### config.mk
export PLATFORM = sky130hd
export DESIGN_NAME = spi_mem_flat
export DESIGN_NICKNAME = d
export VERILOG_FILES = /design/src/rtl/spi_pkg.sv /design/src/rtl/spi_mem_if.sv /design/src/rtl/spi_mem_array.sv /design/src/rtl/spi_mem.sv /design/src/flat_wrapper.sv
export SDC_FILE = /design/constraint.sdc
export NUM_CORES = 1
export LEC_CHECK = 0
export CAP_MARGIN = 20
export CORE_UTILIZATION = 60
export CTS_CLUSTER_DIAMETER = 60
export CTS_CLUSTER_SIZE = 8
export DETAILED_ROUTE_END_ITERATION = 16
export MAX_ROUTING_LAYER = met4
export PLACE_DENSITY = 0.72
export SETUP_SLACK_MARGIN = 0.5
export SYNTH_ARGS = -nofsm -noshare
export SYNTH_HDL_FRONTEND = slang
export SYNTH_SLANG_ARGS = --single-unit
export TNS_END_PERCENT = 5
### constraint.sdc
create_clock -name clk -period 4.7 [get_ports clk]
set_input_delay 0.94 -clock clk [delete_from_list [all_inputs] [get_ports clk]]
set_output_delay 0.94 -clock clk [all_outputs]
set_load 0.01 [all_outputs]
### src/rtl/spi_pkg.sv
// Shared definitions for the SPI target memory: FSM state encoding,
// frame field positions on the wire and the register file depth.
package spi_pkg;

  typedef enum logic [2:0] {
    S_IDLE     = 3'd0,
    S_RX_OP    = 3'd1,
    S_RX_ADDR  = 3'd2,
    S_RX_DATA  = 3'd3,
    S_STORE    = 3'd4,
    S_RD_READY = 3'd5,
    S_TX_DATA  = 3'd6
  } spi_mem_state_t;

  // Bit positions within a frame, LSB first on mosi.
  localparam int OP_BIT     = 0;
  localparam int ADDR_LSB   = 1;
  localparam int DATA_LSB   = 9;
  localparam int FRAME_W    = 17;
  localparam int RD_FRAME_W = 9;

  localparam int MEM_DEPTH  = 32;

endpackage

### src/rtl/spi_mem_if.sv
// Serial bus between the SPI controller (master) and the target memory (slave).
interface spi_mem_if;
  logic cs;
  logic mosi;
  logic miso;
  logic ready;
  logic op_done;

  modport master (output cs, output mosi, input miso, input ready, input op_done);
  modport slave  (input cs, input mosi, output miso, output ready, output op_done);
endinterface

### src/rtl/spi_mem_array.sv
// Register file: synchronous write, combinational read on the same address,
// synchronously cleared to zero by rst.
module spi_mem_array
  import spi_pkg::*;
#(
  parameter int DEPTH = MEM_DEPTH,
  parameter int DW    = 8,
  parameter int IW    = $clog2(DEPTH)
) (
  input  logic          clk,
  input  logic          rst,
  input  logic          we_i,
  input  logic [IW-1:0] addr_i,
  input  logic [DW-1:0] wdata_i,
  output logic [DW-1:0] rdata_o
);

  logic [DW-1:0] mem_q [DEPTH];

  // Clear every byte on reset, otherwise commit a write when enabled.
  always_ff @(posedge clk) begin
    if (rst) begin
      for (int i = 0; i < DEPTH; i++) mem_q[i] <= '0;
    end else if (we_i) begin
      mem_q[addr_i] <= wdata_i;
    end
  end

  assign rdata_o = mem_q[addr_i];

endmodule

### src/rtl/spi_mem.sv
// SPI target memory: deserialises op/address/data frames from cs/mosi,
// writes or reads a 32 x 8 register file, and shifts read data out on miso.
// Optional build macro: SPI_MEM_ADDR_CHK_EN -- when defined, addresses with
// any of bits [7:5] set are out of range (writes dropped, reads return 0x00).
//
// state      | meaning
// -----------+--------------------------------------------------------------
// S_IDLE     | wait for cs low after having seen cs high (armed)
// S_RX_OP    | sample the op bit (1 = write, 0 = read)
// S_RX_ADDR  | shift in 8 address bits, LSB first
// S_RX_DATA  | shift in 8 write data bits, LSB first
// S_STORE    | commit the write, pulse op_done
// S_RD_READY | pulse ready, load the read byte into the shift register
// S_TX_DATA  | shift 8 bits out on miso, LSB first; cs ignored
module spi_mem
  import spi_pkg::*;
#(
  parameter int DEPTH = MEM_DEPTH,
  parameter int DW    = 8,
  parameter int AW    = 8
) (
  input logic      clk,
  input logic      rst,
  spi_mem_if.slave bus
);

  localparam int       IW       = $clog2(DEPTH);
  localparam bit [2:0] CNT_LAST = 3'd7;

  spi_mem_state_t state_q;
  logic           armed_q;
  logic           op_q;
  logic [2:0]     cnt_q;
  logic [AW-1:0]  addr_q;
  logic [DW-1:0]  data_q;
  logic [DW-1:0]  shift_q;
  logic           miso_q;
  logic           ready_q;
  logic           op_done_q;

  logic           addr_ok;
  logic           mem_we;
  logic [DW-1:0]  mem_rdata;
  logic [DW-1:0]  rd_byte_d;

`ifdef SPI_MEM_ADDR_CHK_EN
  assign addr_ok = (addr_q[AW-1:IW] == '0);
`else
  // Upper address bits are deliberately dropped: the address aliases modulo DEPTH.
  logic unused_addr_hi;
  assign unused_addr_hi = ^addr_q[AW-1:IW];
  assign addr_ok        = 1'b1;
`endif

  assign mem_we    = (state_q == S_STORE) && addr_ok;
  assign rd_byte_d = addr_ok ? mem_rdata : '0;

  spi_mem_array #(
    .DEPTH (DEPTH),
    .DW    (DW),
    .IW    (IW)
  ) u_array (
    .clk     (clk),
    .rst     (rst),
    .we_i    (mem_we),
    .addr_i  (addr_q[IW-1:0]),
    .wdata_i (data_q),
    .rdata_o (mem_rdata)
  );

  // Frame sequencing, shift registers and registered output pulses.
  always_ff @(posedge clk) begin
    if (rst) begin
      state_q   <= S_IDLE;
      armed_q   <= 1'b1;
      op_q      <= 1'b0;
      cnt_q     <= '0;
      addr_q    <= '0;
      data_q    <= '0;
      shift_q   <= '0;
      miso_q    <= 1'b0;
      ready_q   <= 1'b0;
      op_done_q <= 1'b0;
    end else begin
      miso_q    <= 1'b0;
      ready_q   <= 1'b0;
      op_done_q <= 1'b0;
      unique case (state_q)
        S_IDLE: begin
          // The accepting low cycle is a dead cycle; mosi is not sampled.
          if (bus.cs) begin
            armed_q <= 1'b1;
          end else if (armed_q) begin
            armed_q <= 1'b0;
            cnt_q   <= '0;
            state_q <= S_RX_OP;
          end
        end
        S_RX_OP: begin
          if (bus.cs) begin
            state_q <= S_IDLE;
          end else begin
            op_q    <= bus.mosi;
            state_q <= S_RX_ADDR;
          end
        end
        S_RX_ADDR: begin
          if (bus.cs) begin
            state_q <= S_IDLE;
          end else begin
            addr_q <= {bus.mosi, addr_q[AW-1:1]};
            cnt_q  <= cnt_q + 3'd1;
            if (cnt_q == CNT_LAST) state_q <= op_q ? S_RX_DATA : S_RD_READY;
          end
        end
        S_RX_DATA: begin
          if (bus.cs) begin
            state_q <= S_IDLE;
          end else begin
            data_q <= {bus.mosi, data_q[DW-1:1]};
            cnt_q  <= cnt_q + 3'd1;
            if (cnt_q == CNT_LAST) state_q <= S_STORE;
          end
        end
        S_STORE: begin
          // Out-of-range writes are dropped by mem_we but still acknowledged.
          op_done_q <= 1'b1;
          state_q   <= S_IDLE;
        end
        S_RD_READY: begin
          ready_q <= 1'b1;
          shift_q <= rd_byte_d;
          cnt_q   <= '0;
          state_q <= S_TX_DATA;
        end
        S_TX_DATA: begin
          miso_q  <= shift_q[0];
          shift_q <= shift_q >> 1;
          cnt_q   <= cnt_q + 3'd1;
          if (cnt_q == CNT_LAST) state_q <= S_IDLE;
        end
        default: state_q <= S_IDLE;
      endcase
    end
  end

  assign bus.miso    = miso_q;
  assign bus.ready   = ready_q;
  assign bus.op_done = op_done_q;

endmodule

### src/flat_wrapper.sv
// flat-port wrapper written by rule: the top's interface ports become plain ports
module spi_mem_flat import spi_pkg::*;
#(
  parameter int DEPTH = MEM_DEPTH,
  parameter int DW    = 8,
  parameter int AW    = 8
)
  (clk, rst, bus_cs, bus_mosi, bus_miso, bus_ready, bus_op_done);
  spi_mem_if bus_i ();
  input logic clk;
  input logic rst;
  input wire logic [$bits(bus_i.cs)-1:0] bus_cs;
  input wire logic [$bits(bus_i.mosi)-1:0] bus_mosi;
  output wire logic [$bits(bus_i.miso)-1:0] bus_miso;
  output wire logic [$bits(bus_i.ready)-1:0] bus_ready;
  output wire logic [$bits(bus_i.op_done)-1:0] bus_op_done;
  assign bus_i.cs = bus_cs;
  assign bus_i.mosi = bus_mosi;
  assign bus_miso = bus_i.miso;
  assign bus_ready = bus_i.ready;
  assign bus_op_done = bus_i.op_done;
  spi_mem #(.DEPTH(DEPTH), .DW(DW), .AW(AW)) u_core (.clk(clk), .rst(rst), .bus(bus_i));
endmodule
; ---- Yosys cells after proc, flatten, opt, wreduce, memory -nomap -nowiden
; Memories as Yosys holds them, arrays and structs flattened. A register that Yosys moved wholly into a read port is not among the register bits.
; Index checks and enable logic that the tools add are counted.
[classes]
add_sub_neg = 1
eq_ne = 13
mux = 27
bitwise_logic = 2
reduce_logical = 11
[op_table]
columns = cell, count
row1 = 3-bit two-way mux, 11
row2 = 3-bit one-hot mux with 6 select lines, 1
row3 = 8-bit one-hot mux with 2 select lines, 1
row4 = 5-bit two-way mux, 3
row5 = "3-bit equality test, second input constant", 4
row6 = 3-bit one-hot mux with 4 select lines, 1
row7 = 1-bit two-way mux, 8
row8 = 8-bit two-way mux, 1
row9 = 8-bit OR reduction, 1
row10 = "3-bit by 2-bit equality test with 1-bit output, second input constant", 2
row11 = "3-bit by 2-bit != test with 1-bit output, second input constant", 2
row12 = 2-bit AND reduction, 3
row13 = 5-bit AND reduction, 1
row14 = "2-bit by 1-bit != test with 1-bit output, second input constant", 2
row15 = "2-bit != test, second input constant", 2
row16 = 4-bit AND reduction, 1
row17 = 4-bit nonzero test, 1
row18 = 2-bit OR reduction, 2
row19 = "3-bit by 1-bit adder with 3-bit output, second input constant", 1
row20 = "3-bit by 1-bit equality test with 1-bit output, second input constant", 1
row21 = 3-bit logical NOT, 1
row22 = 2-bit two-way mux, 1
row23 = 1-bit inverter, 2
row24 = 2-bit nonzero test, 1
[totals]
regBits = 35
mem_bits_rw = 256
inputBits = 4
out_inout_bits = 3
wordCells = 65
n_memories = 1
[mem_list]
columns = name, words, word_bits, read_ports, rd_clocked_by_memory_dff, wr, line
row1 = u_core.u_array.mem_q, 32, 8, 1, 1, 32, spi_mem_array.sv:18  ; logic [DW-1:0] mem_q [DEPTH];

; ---- Logic depth before layout (Yosys ltp)
; Gate-level depths: netlist of run 1.
[logic_depth]
word_depth = 6
ltp_mapped = 8
ltp_nobuf = 7

; ---- Cells and area by module
; A second synthesis of run 1 with hierarchy kept.
[hier_totals]
cells_unflattened = 1048
area_unflattened_um2 = 13628.1
[modules_own_cells]
columns = module, n_inst, cells_each, area_each_um2, seq_area_each_um2
row1 = spi_mem_array, 1, 885, 12056.6, 7687.4
row2 = spi_mem, 1, 163, 1571.5, 700.7

; ---- Least setup slack after synthesis of run 1
; Ideal clock, no wire load.
[synth_timing]
path_kind = input-to-reg
startpoint = in rst
endpoint = mem u_core.u_array.mem_q[29][0] (enable)
setup_ps = 309
arrival_ps = 1996
required_time_ps = 4391
path_slack_ps = 2395
stages = 5
path_buffers = 0
cell_sequence = nor4b_4 > and2b_1 > nand2_1 > nor2_1 > or2_2
[synth_lines]
columns = element, line
row1 = from (decl), flat_wrapper.sv:11  ; input logic rst;
row2 = to (decl), spi_mem_array.sv:18

==> flow_summary_export.csv, run 1 <==
group,metric,value,unit
layout,drive_gt1_share,17.8,%
timing,max_freq,0.335,GHz
route,drt-wirelength-per-cell,25.3,um
worst_setup_path,crit_required,4920,ps
worst_setup_path,worstSetupStartpoint,"u_core.state_q[1]",
route,firstDrtPassIters,10,
pwr,pwr-share-seq,51.4,%
die,initial_utilization,61.7,%
yosys,synth_area,13500,um^2
global_route,antenna_found_initial,0,
route,vias,7928,
timing,fin_skew,19.3,ps
hold_path,hp-class,"reg2reg",
layout,layout_commonest_cell,"and2_1",
yosys,yosys.area.top_type_share,56.7,%
yosys,ys_types,50,
layout,multi_input_area,4730,um^2
layout,fin_util,67.7,%
yosys,synth_xor_area_share,0,%
die,die_area,23200,um^2
global_route,grt_overflow_total,0,
yosys,yosys_register_bits,296,
worst_setup_path,critPathCaptureType,"flop",
timing,fin_crit_sh,63.5,%
global_route,grt_max_degree,67,
yosys,synth_edf_count,256,
layout,fillers,1517,
clocking,clk_pin_slew,50,ps
clocking,insertion_delay,520,ps
route,antenna_left,0,
yosys,synthCells,982,
die,io_pins,7,
timing,rsz0062_at_grt,"no",
clocking,cts_root_buf,"clkbuf_16",
worst_setup_path,critPathCapture,"u_core.u_array.mem_q[6][1]",
route,viasPerCell,6.24,
die,core,22000,um^2
pwr,leakagePower,4.96,nW
yosys,synth_nets,988,
yosys,ys_top_cells_by_area,"edfxtp_1 (57%), and2_1 (12%), mux4_2 (10%)",
die,fp.dieH,152,um
pwr,intPower,0.00469,W
route,routed_wl,32.1,mm
timing,hold_viol,0,
worst_setup_path,r2r-end,"u_core.u_array.mem_q[6][1]",
yosys,yosys.area_share.simple,18.9,%
yosys,synthFlopType,"edfxtp_1",
layout,nets,980,
worst_setup_path,r2r-start,"u_core.state_q[1]",
placement,port_buffers,6,
pwr,powerDensity,395,nW/um^2
clocking,htree_levels,2,
timing,setup_viol,0,
global_route,grt_pass1_wl,49.2,mm
layout,syn_to_final_growth,9.66,%
timing,worst_pin_slew,1040,ps
die,chipWidth,152,um
worst_setup_path,worstRegToRegCells,4,
yosys,synth_area_leader_cell,"edfxtp_1",
yosys,synth_warnings,0,
yosys,synth_top_family_by_area,"simple AND/OR/NAND/NOR gates",
pwr,ir_drop,0.306,mV
clocking,cts_tree,"built",
timing,hold_ws,459,ps
layout,diodes,0,
layout,layout_common_cells,"and2_1 (257), edfxtp_1 (256), mux4_2 (60)",
worst_setup_path,crit_type,"reg2reg",
pwr,power_frac_comb,2.4,%
global_route,grt_pass1_vias,7800,
pwr,p_total,0.00587,W
clocking,clockBufferDepth,3,
worst_setup_path,cp.arrival,3200,ps
worst_setup_path,timing.reg2reg.setup_slack,1720,ps
placement,dpl-instance-area,13700,um^2
route,drtIter0Drc,788,
yosys,avgSynthCellArea,13.8,um^2
yosys,synth_compound_area_share,3.91,%
route,route.detailed.drc,2,
outcome,status,"complete, but fails checks",
worst_setup_path,cp_max_fo,20,
yosys,muxShareOfSynthArea,11.9,%
hold_path,worstHoldPathCells,2,
timing,final_max_slew_viol_count,0,
pwr,switchingPower,0.00118,W
timing,min_period,2980,ps
clocking,numCtsBuffers,43,
outcome,violations,"design-rule violations",
clocking,clock-sinks,296,
global_route,grt_use_total,30.1,%
yosys,synth_fa_ha_area_share,0.185,%
clocking,post-cts-setup-buffers,0,
timing,finalSetupTns,0,ps
flow_run,drv_cap,0,
placement,dp_hpwl,19.2,mm
pwr,swShare,20.2,%
worst_setup_path,worstSetupStartpointType,"flop",
timing,relSlewSlack,30.8,%
clocking,cts_hold_buffers,0,
die,fp-row-count,54,
yosys,async_flop_share,0,%
clocking,cts.repair.resized,0,
placement,gp_congestion,0.820,
layout,seq_area,8510,um^2
layout,fin_area,14900,um^2
pwr,clkPwrFrac,46.2,%
yosys,seq_area_frac_synth,62.7,%
## power groups by stage
stage	sequential (W)	clock (W)	combinational [W]
finish	0.00302	0.00271	0.000138
floorplan	0.00303	0	0.000108
detailed placement	0.00307	0	0.000138
global placement	0.00307	0	0.000135
CTS	0.00302	0.00273	0.000138
global route	0.00302	0.00285	0.000148
## metrics by stage
step	setup slack (ps)	std cells
floorplan	2390	982
global placement	1470	1209
finish	1720	1270
detailed placement	1410	1209
CTS	1800	1270
global route	1580	1270
## worst max-delay path, stage by stage, from the launching register on
cell	delay (ps)
dfxtp_1	540
nor4b_4	430
nand3b_1	750
nor2_1	640
or2_2	330
## registers in the layout, indices dropped and copies added (netlist names), named ones only
register              cells
u_core.op_q               1
u_core.bus.op_done        1
u_core.state_q            3
u_core.bus.miso           1
u_core.cnt_q              3
u_core.u_array.mem_q    256
u_core.data_q             8
u_core.addr_q             8
u_core.shift_q            8
u_core.armed_q            1
u_core.bus.ready          1
## worst min path at each step
stage | end | from | slack (ps)
after floorplan | u_core.addr_q[5] | u_core.addr_q[6] | 430
after global placement | u_core.addr_q[5] | u_core.addr_q[6] | 440
after CTS | u_core.addr_q[7] | u_core.addr_q[7] | 460
after detailed placement | u_core.addr_q[7] | u_core.addr_q[7] | 460
after global routing | u_core.addr_q[5] | u_core.addr_q[5] | 490
final | u_core.addr_q[5] | u_core.addr_q[6] | 460
## cells in the mapped netlist, drive strengths merged, types with 2 or more instances
cell       n
and2     258
edfxtp   256
mux4      60
nor2      55
nand2     54
dfxtp     40
clkbuf    36
a21oi     35
or2       34
buf       27
mux2i     21
nor2b     14
o21ai     11
nand3b     8
o22ai      8
nand3      7
inv        6
a31oi      5
mux2       5
nor3       4
o211ai     4
a2111oi    3
nand2b     3
o2111ai    3
o2bb2ai    3
or3b       3
a22oi      2
ha         2
o221ai     2
## cell type report
cell class | instances | area share, %
flip-flops and latches | 296 | 57.3
clock buffers | 59 | 7.71
inverters | 7 | 0.177
multi-input cells | 616 | 31.8
well taps | 280 | 2.36
clock inverters | 2 | 0.109
repair buffers | 10 | 0.573
## routing by layer
| metal | share of wire, % | track usage, % | routed length [um] | vias to the layer above |
|---|---|---|---|---|
| met4 | 2.3 | 8.99 | 731 | 0 |
| met1 | 41 | 41.4 | 13200 | 3987 |
| met2 | 49 | 47.6 | 15700 | 353 |
| li1 | - | - | - | 3531 |
| met5 | 0 | - | 0 | - |
| met3 | 7.6 | 3.75 | 2450 | 57 |
## kinds of logic after synthesis
kind of cell / Yosys count
AND/OR/NAND/NOR: 445
flip-flops: 296
multiplexers: 86
AO/OA/AOI/OAI: 83
buffers and inverters: 70
adder cells (fa/ha/maj): 2
No activity file was read; power rests on OpenSTA's default activity.
==> run 2: changes to the inputs <==
clock period = 3.05 ns   (was 4.7 ns; I/O delays follow)
==> flow_summary_export.csv, run 2 (synthesis gave the netlist of run 1 again) <==
group,metric,value,unit
worst_setup_path,r2r-start,"u_core.state_q[0]",
placement,dp_hpwl,19.4,mm
timing,worst_pin_slew,836,ps
clocking,cts_root_buf,"clkbuf_16",
die,die_area,23200,um^2
global_route,grt_pass1_wl,46.9,mm
route,top_layer,"met4",
timing,fin_crit_sh,77.0,%
timing,max_freq,0.426,GHz
pwr,ir_drop,0.454,mV
layout,nets,1019,
timing,min_period,2350,ps
worst_setup_path,crit_family,"simple AND/OR/NAND/NOR gates",
flow_run,drv_cap,0,
die,core,22000,um^2
timing,fin_ws,703,ps
clocking,insertion_delay,520,ps
layout,drive_gt1_share,20.9,%
route,viasPerCell,6.02,
layout,layout_commonest_cell,"and2_1",
die,chipWidth,152,um
layout,largest_register_ffs,256,
hold_path,worstHoldStart,"rst",
clocking,cts_tree,"built",
die,io_pins,7,
worst_setup_path,path_buf_inv,1,
worst_setup_path,slowest_delay,510,ps
global_route,grt_max_degree,66,
hold_path,hold_end,"u_core.bus.op_done",
hold_path,worstHoldPathCells,2,
route,firstDrtPassIters,11,
route,drt-wirelength-per-cell,23.6,um
layout,regMostFlops,"u_core.u_array.mem_q",
worst_setup_path,crit_type,"reg2reg",
placement,port_buffers,6,
timing,hold_viol,0,
timing,rsz0062_at_grt,"no",
timing,final_max_slew_viol_count,0,
timing,setup_viol,0,
route,wl_met1,13.5,mm
placement,place_ws,481,ps
pwr,p_total,0.00894,W
worst_setup_path,worstSetupStartpointType,"flop",
clocking,clockBufferDepth,3,
route,routed_wl,30.7,mm
layout,seq_area,8500,um^2
route,dr_wl_met3,2.16,mm
worst_setup_path,crit_required,3240,ps
timing,fin_skew,24.0,ps
layout,fillers,1514,
clocking,clock-sinks,296,
worst_setup_path,crit_chain,"nor4b_4 -> and2b_1 -> nand2b_1 -> buf_4 -> nor2_2 -> or2_2",
global_route,grt_pass1_vias,7705,
worst_setup_path,r2r-end,"u_core.u_array.mem_q[28][5]",
outcome,violations,"design-rule violations",
hold_path,hp-class,"in2reg",
placement,gp_congestion,0.844,
route,vias,7843,
layout,layout_common_cells,"and2_1 (257), edfxtp_1 (256), mux4_2 (60)",
layout,multi_input_area,4730,um^2
worst_setup_path,cp.arrival,2540,ps
outcome,status,"complete, but fails checks",
layout,diodes,0,
die,fp.dieH,152,um
layout,syn_to_final_growth,11.8,%
timing,finalSetupTns,0,ps
worst_setup_path,crit_slowest_cell,"dfxtp_1",
route,wl_met2,14.4,mm
worst_setup_path,cp_max_fo,19,
global_route,grt_use_total,28.3,%
clocking,htree_levels,2,
worst_setup_path,timing.reg2reg.setup_slack,700,ps
timing,relSlewSlack,44.3,%
worst_setup_path,worstRegToRegCells,6,
pwr,leakagePower,5.17,nW
route,route.detailed.drc,2,
clocking,clk_pin_slew,50,ps
die,initial_utilization,61.7,%
clocking,numCtsBuffers,43,
global_route,antenna_found_initial,0,
pwr,powerDensity,591,nW/um^2
route,antenna_left,0,
global_route,grt_overflow_total,0,
clocking,cts_hold_buffers,0,
route,drtIter0Drc,750,
die,fp-row-count,54,
worst_setup_path,critPathCaptureType,"flop",
## run 2: worst max-delay path by stage
| stage | start | endpoint | slack [ps] | cells past startpoint |
|---|---|---|---|---|
| final | u_core.state_q[0] | u_core.u_array.mem_q[28][5] | 700 | 6 |
| after global routing | u_core.state_q[0] | u_core.u_array.mem_q[8][2] | 560 | 6 |
| after CTS | u_core.state_q[0] | u_core.u_array.mem_q[29][0] | 540 | 6 |
| after detailed placement | rst | u_core.u_array.mem_q[29][2] | 480 | 7 |
| after global placement | rst | u_core.u_array.mem_q[29][0] | 490 | 7 |
| after floorplan | rst | u_core.u_array.mem_q[29][0] | 1070 | 5 |
## run 2: through the flow
stage | instances | area [um^2] | utilization, % | hold slack, ps
after global routing | 1302 | 15100 | 68.9 | 327
after CTS | 1302 | 15100 | 68.9 | 315
final | 1302 | 15100 | 68.9 | 329
after detailed placement | 1248 | 14000 | 63.8 | 445
after floorplan | 982 | 13500 | - | 432
after global placement | 1248 | 14000 | 63.8 | 444
## run 2: area by class of cell
| cell class | count | area share (%) |
|---|---|---|
| clock buffers | 51 | 7.31 |
| clock inverters | 3 | 0.140 |
| inverters | 7 | 0.174 |
| multi-input cells | 616 | 31.2 |
| flip-flops and latches | 296 | 56.2 |
| well taps | 280 | 2.31 |
| repair buffers | 49 | 2.66 |
## run 2: what timing repair did
| action | in CTS | in global routing |
|---|---|---|
| setup endpoints to repair | 0 | 64 |
| buffers inserted | 0 | 0 |
| gates resized for setup | 0 | 1 |
## run 2: metal layers
layer / vias up / track usage [%]
met3: 48 / 4.38
met5: - / -
li1: 3595 / -
met4: 0 / 8.41
met2: 301 / 42.8
met1: 3899 / 40.0
## run 2: power breakdown
group	internal [W]	total, W	switching, W
Combinational	0.0000898	0.000218	0.000128
Sequential	0.00457	0.00464	0.0000704
Clock	0.00251	0.00409	0.00158
